[src/rtl/page_pkg.sv]
// page_pkg
// Shared definitions for the page display control path.
//   - page index constants for the three display pages
//   - default page count
//   - state encoding for the page-switch sequencer
// No ports; imported with "import page_pkg::*;".
package page_pkg;

  localparam int PAGE_PS2_DEBUG    = 0;
  localparam int PAGE_TEST_PIC     = 1;
  localparam int PAGE_DEBUG        = 2;
  localparam int NUM_PAGES_DEFAULT = 3;

  typedef enum logic [1:0] {
    IDLE    = 2'd0,
    PENDING = 2'd1,
    BLANK   = 2'd2
  } page_state_t;

endpackage

[src/rtl/page_switch_ctrl_debounce_edge.sv]
// debounce_edge
// Cleans one asynchronous key level and reports its presses.
//   clk   in  system clock
//   rst   in  synchronous active-high reset
//   raw   in  asynchronous key level, 1 = pressed
//   rise  out one-clk pulse on a debounced 0->1 transition
// The raw level passes a 2-flop synchroniser, then must hold a value
// different from the accepted level for DEBOUNCE_CYCLES consecutive
// samples before it is accepted.
module debounce_edge
  import page_pkg::*;
#(
  parameter int DEBOUNCE_CYCLES = 1000000
) (
  input  logic clk,
  input  logic rst,
  input  logic raw,
  output logic rise
);

  localparam int CNT_W = (DEBOUNCE_CYCLES > 1) ? $clog2(DEBOUNCE_CYCLES) : 1;
  localparam logic [CNT_W-1:0] CNT_LAST = CNT_W'(DEBOUNCE_CYCLES - 1);

  logic             sync1;
  logic             sync2;
  logic             level;
  logic             level_q;
  logic [CNT_W-1:0] cnt;

  // Synchroniser, debounce counter and one-cycle-delayed copy of the
  // accepted level. Any sample agreeing with the accepted level restarts
  // the count, so only an unbroken run of differing samples gets through.
  always_ff @(posedge clk) begin
    if (rst) begin
      sync1   <= 1'b0;
      sync2   <= 1'b0;
      level   <= 1'b0;
      level_q <= 1'b0;
      cnt     <= '0;
    end else begin
      sync1   <= raw;
      sync2   <= sync1;
      level_q <= level;
      if (sync2 == level) begin
        cnt <= '0;
      end else if (cnt == CNT_LAST) begin
        level <= sync2;
        cnt   <= '0;
      end else begin
        cnt <= cnt + 1'b1;
      end
    end
  end

  // A held key keeps level high, so only the first cycle after acceptance
  // produces a pulse.
  assign rise = level & ~level_q;

endmodule

[src/rtl/page_switch_ctrl.sv]
// page_switch_ctrl
// Turns key presses into a frame-aligned page select for the display muxes.
//   clk          in  system clock
//   rst          in  synchronous active-high reset
//   btn_next     in  raw matrix key, 1 = pressed (advance page)
//   key_space    in  PS/2 space level, 1 = held (advance page)
//   btn_prev     in  raw matrix key for page-back (PAGE_PREV_EN builds only)
//   v_sync       in  VGA vertical sync, active-low, asynchronous
//   page_status  out registered page select
//   blank        out 1 = downstream forces pixels to 0
//   page_changed out one-clk pulse on the cycle page_status updates
//   busy         out 1 while a switch is pending or blanking
// Optional feature macro: PAGE_PREV_EN adds the page-back key.
module page_switch_ctrl
  import page_pkg::*;
#(
  parameter int NUM_PAGES       = NUM_PAGES_DEFAULT,
  parameter int PAGE_W          = 2,
  parameter int DEBOUNCE_CYCLES = 1000000,
  parameter int BLANK_FRAMES    = 1
) (
  input  logic              clk,
  input  logic              rst,
  input  logic              btn_next,
  input  logic              key_space,
  input  logic              btn_prev,
  input  logic              v_sync,
  output logic [PAGE_W-1:0] page_status,
  output logic              blank,
  output logic              page_changed,
  output logic              busy
);

  localparam logic [PAGE_W-1:0] LAST_PAGE  = PAGE_W'(NUM_PAGES - 1);
  localparam logic [PAGE_W-1:0] FIRST_PAGE = PAGE_W'(PAGE_PS2_DEBUG);
  localparam int BCNT_W = (BLANK_FRAMES > 0) ? $clog2(BLANK_FRAMES + 1) : 1;
  localparam logic [BCNT_W-1:0] BCNT_LAST = BCNT_W'(BLANK_FRAMES);

  logic next_rise;
  logic space_rise;
  logic fwd_req;
  logic back_req;

  debounce_edge #(.DEBOUNCE_CYCLES(DEBOUNCE_CYCLES)) u_next (
    .clk  (clk),
    .rst  (rst),
    .raw  (btn_next),
    .rise (next_rise)
  );

  debounce_edge #(.DEBOUNCE_CYCLES(DEBOUNCE_CYCLES)) u_space (
    .clk  (clk),
    .rst  (rst),
    .raw  (key_space),
    .rise (space_rise)
  );

`ifdef PAGE_PREV_EN
  logic prev_rise;

  debounce_edge #(.DEBOUNCE_CYCLES(DEBOUNCE_CYCLES)) u_prev (
    .clk  (clk),
    .rst  (rst),
    .raw  (btn_prev),
    .rise (prev_rise)
  );

  // Forward and backward presses landing together cancel out.
  assign fwd_req  = (next_rise | space_rise) & ~prev_rise;
  assign back_req = prev_rise & ~(next_rise | space_rise);
`else
  logic unused_btn_prev;

  assign unused_btn_prev = btn_prev;
  assign fwd_req         = next_rise | space_rise;
  assign back_req        = 1'b0;
`endif

  logic vs_sync1;
  logic vs_sync2;
  logic vs_prev;
  logic frame_start;

  // v_sync idles high, so its synchroniser resets to 1 to avoid reporting
  // a fake frame start straight out of reset.
  always_ff @(posedge clk) begin
    if (rst) begin
      vs_sync1 <= 1'b1;
      vs_sync2 <= 1'b1;
      vs_prev  <= 1'b1;
    end else begin
      vs_sync1 <= v_sync;
      vs_sync2 <= vs_sync1;
      vs_prev  <= vs_sync2;
    end
  end

  assign frame_start = vs_prev & ~vs_sync2;

  page_state_t       state_q, state_d;
  logic [PAGE_W-1:0] page_q, page_d;
  logic              blank_q, blank_d;
  logic              changed_q, changed_d;
  logic              dir_q, dir_d;
  logic [BCNT_W-1:0] bcnt_q, bcnt_d;
  logic [BCNT_W-1:0] bcnt_inc;

  // Sequencer registers; every output is taken straight from a flop.
  always_ff @(posedge clk) begin
    if (rst) begin
      state_q   <= IDLE;
      page_q    <= FIRST_PAGE;
      blank_q   <= 1'b0;
      changed_q <= 1'b0;
      dir_q     <= 1'b0;
      bcnt_q    <= '0;
    end else begin
      state_q   <= state_d;
      page_q    <= page_d;
      blank_q   <= blank_d;
      changed_q <= changed_d;
      dir_q     <= dir_d;
      bcnt_q    <= bcnt_d;
    end
  end

  assign bcnt_inc = bcnt_q + 1'b1;

  // Next-state logic. A request only arms the switch; the page itself
  // moves on the following frame start, so a request arriving together
  // with a frame start waits for the next one. Requests seen outside IDLE
  // are dropped rather than queued. dir_q = 1 means step backwards.
  always_comb begin
    state_d   = state_q;
    page_d    = page_q;
    blank_d   = blank_q;
    changed_d = 1'b0;
    dir_d     = dir_q;
    bcnt_d    = bcnt_q;
    case (state_q)
      IDLE: begin
        if (fwd_req) begin
          state_d = PENDING;
          dir_d   = 1'b0;
        end else if (back_req) begin
          state_d = PENDING;
          dir_d   = 1'b1;
        end
      end
      PENDING: begin
        if (frame_start) begin
          if (dir_q) begin
            page_d = (page_q == '0) ? LAST_PAGE : page_q - 1'b1;
          end else begin
            page_d = (page_q == LAST_PAGE) ? '0 : page_q + 1'b1;
          end
          changed_d = 1'b1;
          if (BLANK_FRAMES > 0) begin
            blank_d = 1'b1;
            bcnt_d  = '0;
            state_d = BLANK;
          end else begin
            state_d = IDLE;
          end
        end
      end
      BLANK: begin
        if (frame_start) begin
          bcnt_d = bcnt_inc;
          if (bcnt_inc == BCNT_LAST) begin
            blank_d = 1'b0;
            state_d = IDLE;
          end
        end
      end
      default: begin
        state_d = IDLE;
      end
    endcase
  end

  assign page_status  = page_q;
  assign blank        = blank_q;
  assign page_changed = changed_q;
  assign busy         = (state_q != IDLE);

endmodule

[config.mk]
export PLATFORM = sky130hd
export DESIGN_NAME = page_switch_ctrl
export DESIGN_NICKNAME = d
export VERILOG_FILES = /design/src/rtl/page_pkg.sv /design/src/rtl/page_switch_ctrl_debounce_edge.sv /design/src/rtl/page_switch_ctrl.sv
export SDC_FILE = /design/constraint.sdc
export NUM_CORES = 1
export LEC_CHECK = 0
export CORE_MARGIN = 2
export CORE_UTILIZATION = 53
export DETAILED_ROUTE_END_ITERATION = 12
export PLACE_DENSITY = 0.71
export REMOVE_ABC_BUFFERS = 1
export SYNTH_ARGS = -nofsm -noshare
export SYNTH_HDL_FRONTEND = slang
export SYNTH_HIERARCHICAL = 1
export SYNTH_SLANG_ARGS = --single-unit
[constraint.sdc]
create_clock -name clk -period 3 [get_ports clk]
set_input_delay 0.3 -clock clk [delete_from_list [all_inputs] [get_ports clk]]
set_output_delay 0.3 -clock clk [all_outputs]
set_load 0.005 [all_outputs]
==> results.md <==
- Most common cell after layout, fill and taps aside: dfxtp_1
- Dpl hpwl: 2838 µm
- Share of layout cells above drive strength 1: 11.00%
- Deepest clock path buffer count: 2
- Most frequent cells in the layout: 58 x dfxtp_1, 34 x nor2_1, 18 x xnor2_1
- Setup crit start kind: flop
- Slew @ Worst Pin: 0.7430 ns
- Synth async-reset ratio: 0%
- Leak pwr: 0.8698 nW
- Final Util: 59.95%
- Die W: 72.75 µm
- Worst R2R Setup Slack: 0.87 ns
- Final Net Count: 294
- Fin area: 0.002775 mm²
- Mapped Area: 0.002505 mm²
- Synth Instances: 275
- Worst reg2reg path depth: 5
- Clock transition at path regs: 0.06 ns
- WP data arrival: 2.39 ns
- Cell Rows: 25
- Vias in the first global route: 1738
- Min cycle time layout: 2.132 ns
- TritonCTS clock tree: built
- First-pass GRT wire length: 7238 µm
- I/O Pins: 11
- Global placer's final weighted congestion: 0.7691
- Max-Cap Viols: 0
- Initial antenna violation count: 0
- Total Power: 0.001403 W
- Final ANT Viol Nets: 0
- Post-Route WL: 4138 µm
- Max Freq: 0.4691 GHz
- VDD IR max: 0.2894 mV
- Synth cell types: 40
- Cell depth of the worst min-delay path: 1
- Final Hold Vio Count: 0
- Root buffer cell: clkbuf_8
- Final setup vio count: 0
- Start point of the critical path: u_next/cnt[0]
- Global route overflow: 0
- Core Area: 0.004629 mm²
- Die area: 0.005292 mm²
- CTS Buf Count: 9
- Vias: 1843
- Clock Skew: 0.002508 ns
- Setup tns final: 0 ns
- Antenna diode count: 0
- Vias/cell: 5.342
- Post-synth EDFFs: 0
- WL/cell: 11.99 µm
- Post-synthesis register bit count: 58
- Reg-to-Reg End: u_next/cnt[18]
- # resized after CTS: 0
- IO buf count: 9
- CTS Sinks: 58
- Yosys Warn Count: 6
- Worst min-delay path endpoint: vs_sync2
- Cell Count, Final, Fillers Out: 345
- CP endpoint kind: flop
- Crit-path max FO: 7
- Initial core utilization: 54.11%
- Max Slew Vio Count: 0
- Worst hold path type: reg -> reg
- Setup Buffers After CTS: 0
- Clk_lat worst skew: 0.33 ns
- Pin count of the biggest net entering global routing: 20
- Sequential fraction of the synthesis area: 46.35%
- Cell area after placement: 0.002611 mm²
- Area growth from synthesis to layout: 10.79%
- CTS Hold Bufs: 0
- H-tree depth: 3
- Slew headroom: 50.47%
- DR pass1 iterations: 4
- DRC Markers: 0
- Die Ht: 72.75 µm
- Worst r2r src: u_next/cnt[0]
- Dominant synthesized flop cell: dfxtp_1
- Total Routing Usage GR: 17.77%
- Avg Cell Area, Syn: 9.109 µm²
- Dpl cells: 329
- RSZ-0062 raised after global routing: no
- Tcrit/Tclk final: 71.06%
- Kind of critical path: reg -> reg
- Initial DRC count: 59
- Outcome: finished, final reports clean
- Min-delay src: vs_sync1
- P per Cell Area: 505.4 mW/mm²
- Req. time, crit path: 3.25 ns
[cell usage after synthesis, types with 2 or more instances]
cell type  instances  share of area [%]
dfxtp_1           58                 46
nor2_1            34                5.1
xnor2_1           18                6.3
a21oi_1           17                3.4
nand3_1           12                2.4
o21ai_0           12                2.4
or3_1             12                3.0
inv_1             11                1.6
nand2_1           10                1.5
nor2b_1           10                2.5
nor3_1             9                1.8
or4_1              8                2.4
or2_2              6                1.5
xor2_1             6                2.1
clkbuf_1           5               0.75
nand3_2            4                1.6
nor4b_1            4                1.4
o31ai_1            4                1.2
a311o_1            2               0.80
and3_1             2               0.50
and4_1             2               0.70
buf_2              2               0.40
buf_6              2               0.90
ha_1               2                1.0
mux2_2             2               0.90
mux2i_1            2               0.80
nand2_4            2               0.90
nand2b_1           2               0.50
nand4_1            2               0.50
nand4_2            2                1.0
nor4_1             2               0.50
[registers in the layout, indices dropped and copies added, names as in the netlist, 2 cells and up]
register / flops
state_q: 2
u_space/cnt: 20
page_status: 2
u_next/cnt: 20
[metrics by stage]
stage	worst slack (ns)	hold slack, ns
finish	0.8681	0.4102
global route	0.7217	0.4170
CTS	0.8657	0.4114
detailed placement	0.8820	0.3975
global placement	0.9266	0.3911
floorplan	1.035	0.3691
[kinds of logic (layout without fill, tap and decap cells)]
kind of cell / count (synthesis) / count (layout) / synth area share (%)
multiplexers: 4 / 4 / 1.698
XOR/XNOR: 24 / 24 / 8.392
adder cells (fa/ha/maj): 2 / 2 / 0.9988
AND/OR/NAND/NOR: 128 / 128 / 29.82
AO/OA/AOI/OAI: 38 / 38 / 8.742
buffers and inverters: 21 / 37 / 3.996
flip-flops: 58 / 58 / 46.35
[cell type report]
type                            count  area [µm²]
Clock buffer                       13       148.9
Sequential cell                    58        1161
Clock inverter                      3       15.01
Fill cell                         409        1854
Inverter                           11       41.29
Timing Repair Buffer               10       97.59
Multi-Input combinational cell    196        1244
Tap cell                           54       67.56
[worst max-delay path: stages (launching register included)]
cell     delay (ns)
dfxtp_1        0.38
ha_1           0.27
nand2_4        0.08
or4_1          0.66
or4_1          0.51
a21oi_1        0.15
[worst max-delay path by stage]
stage | cells after the start | slack, ns | endpoint
after floorplan | 5 | 1.04 | u_next/cnt[18]
after global placement | 5 | 0.93 | u_space/cnt[18]
after detailed placement | 5 | 0.88 | u_next/cnt[18]
after CTS | 5 | 0.87 | u_next/cnt[18]
after global routing | 5 | 0.72 | u_next/cnt[18]
final | 5 | 0.87 | u_next/cnt[18]
[per-layer routing]
layer  part of all wire, %  global-route usage (%)  vias up
met5                     0                       0        -
met4                   1.4                   9.877        0
met3                   2.8                   5.801        5
met2                    49                   28.69       15
met1                    46                   20.76      846
li1                      -                       -      977
[where the power goes]
group,internal (W),switching (W)
Sequential,0.000776,0.00000315
Clock,0.000318,0.000281
Combinational,0.0000117,0.0000122
Total,0.00111,0.000297
(Power assumes the default switching activity.)
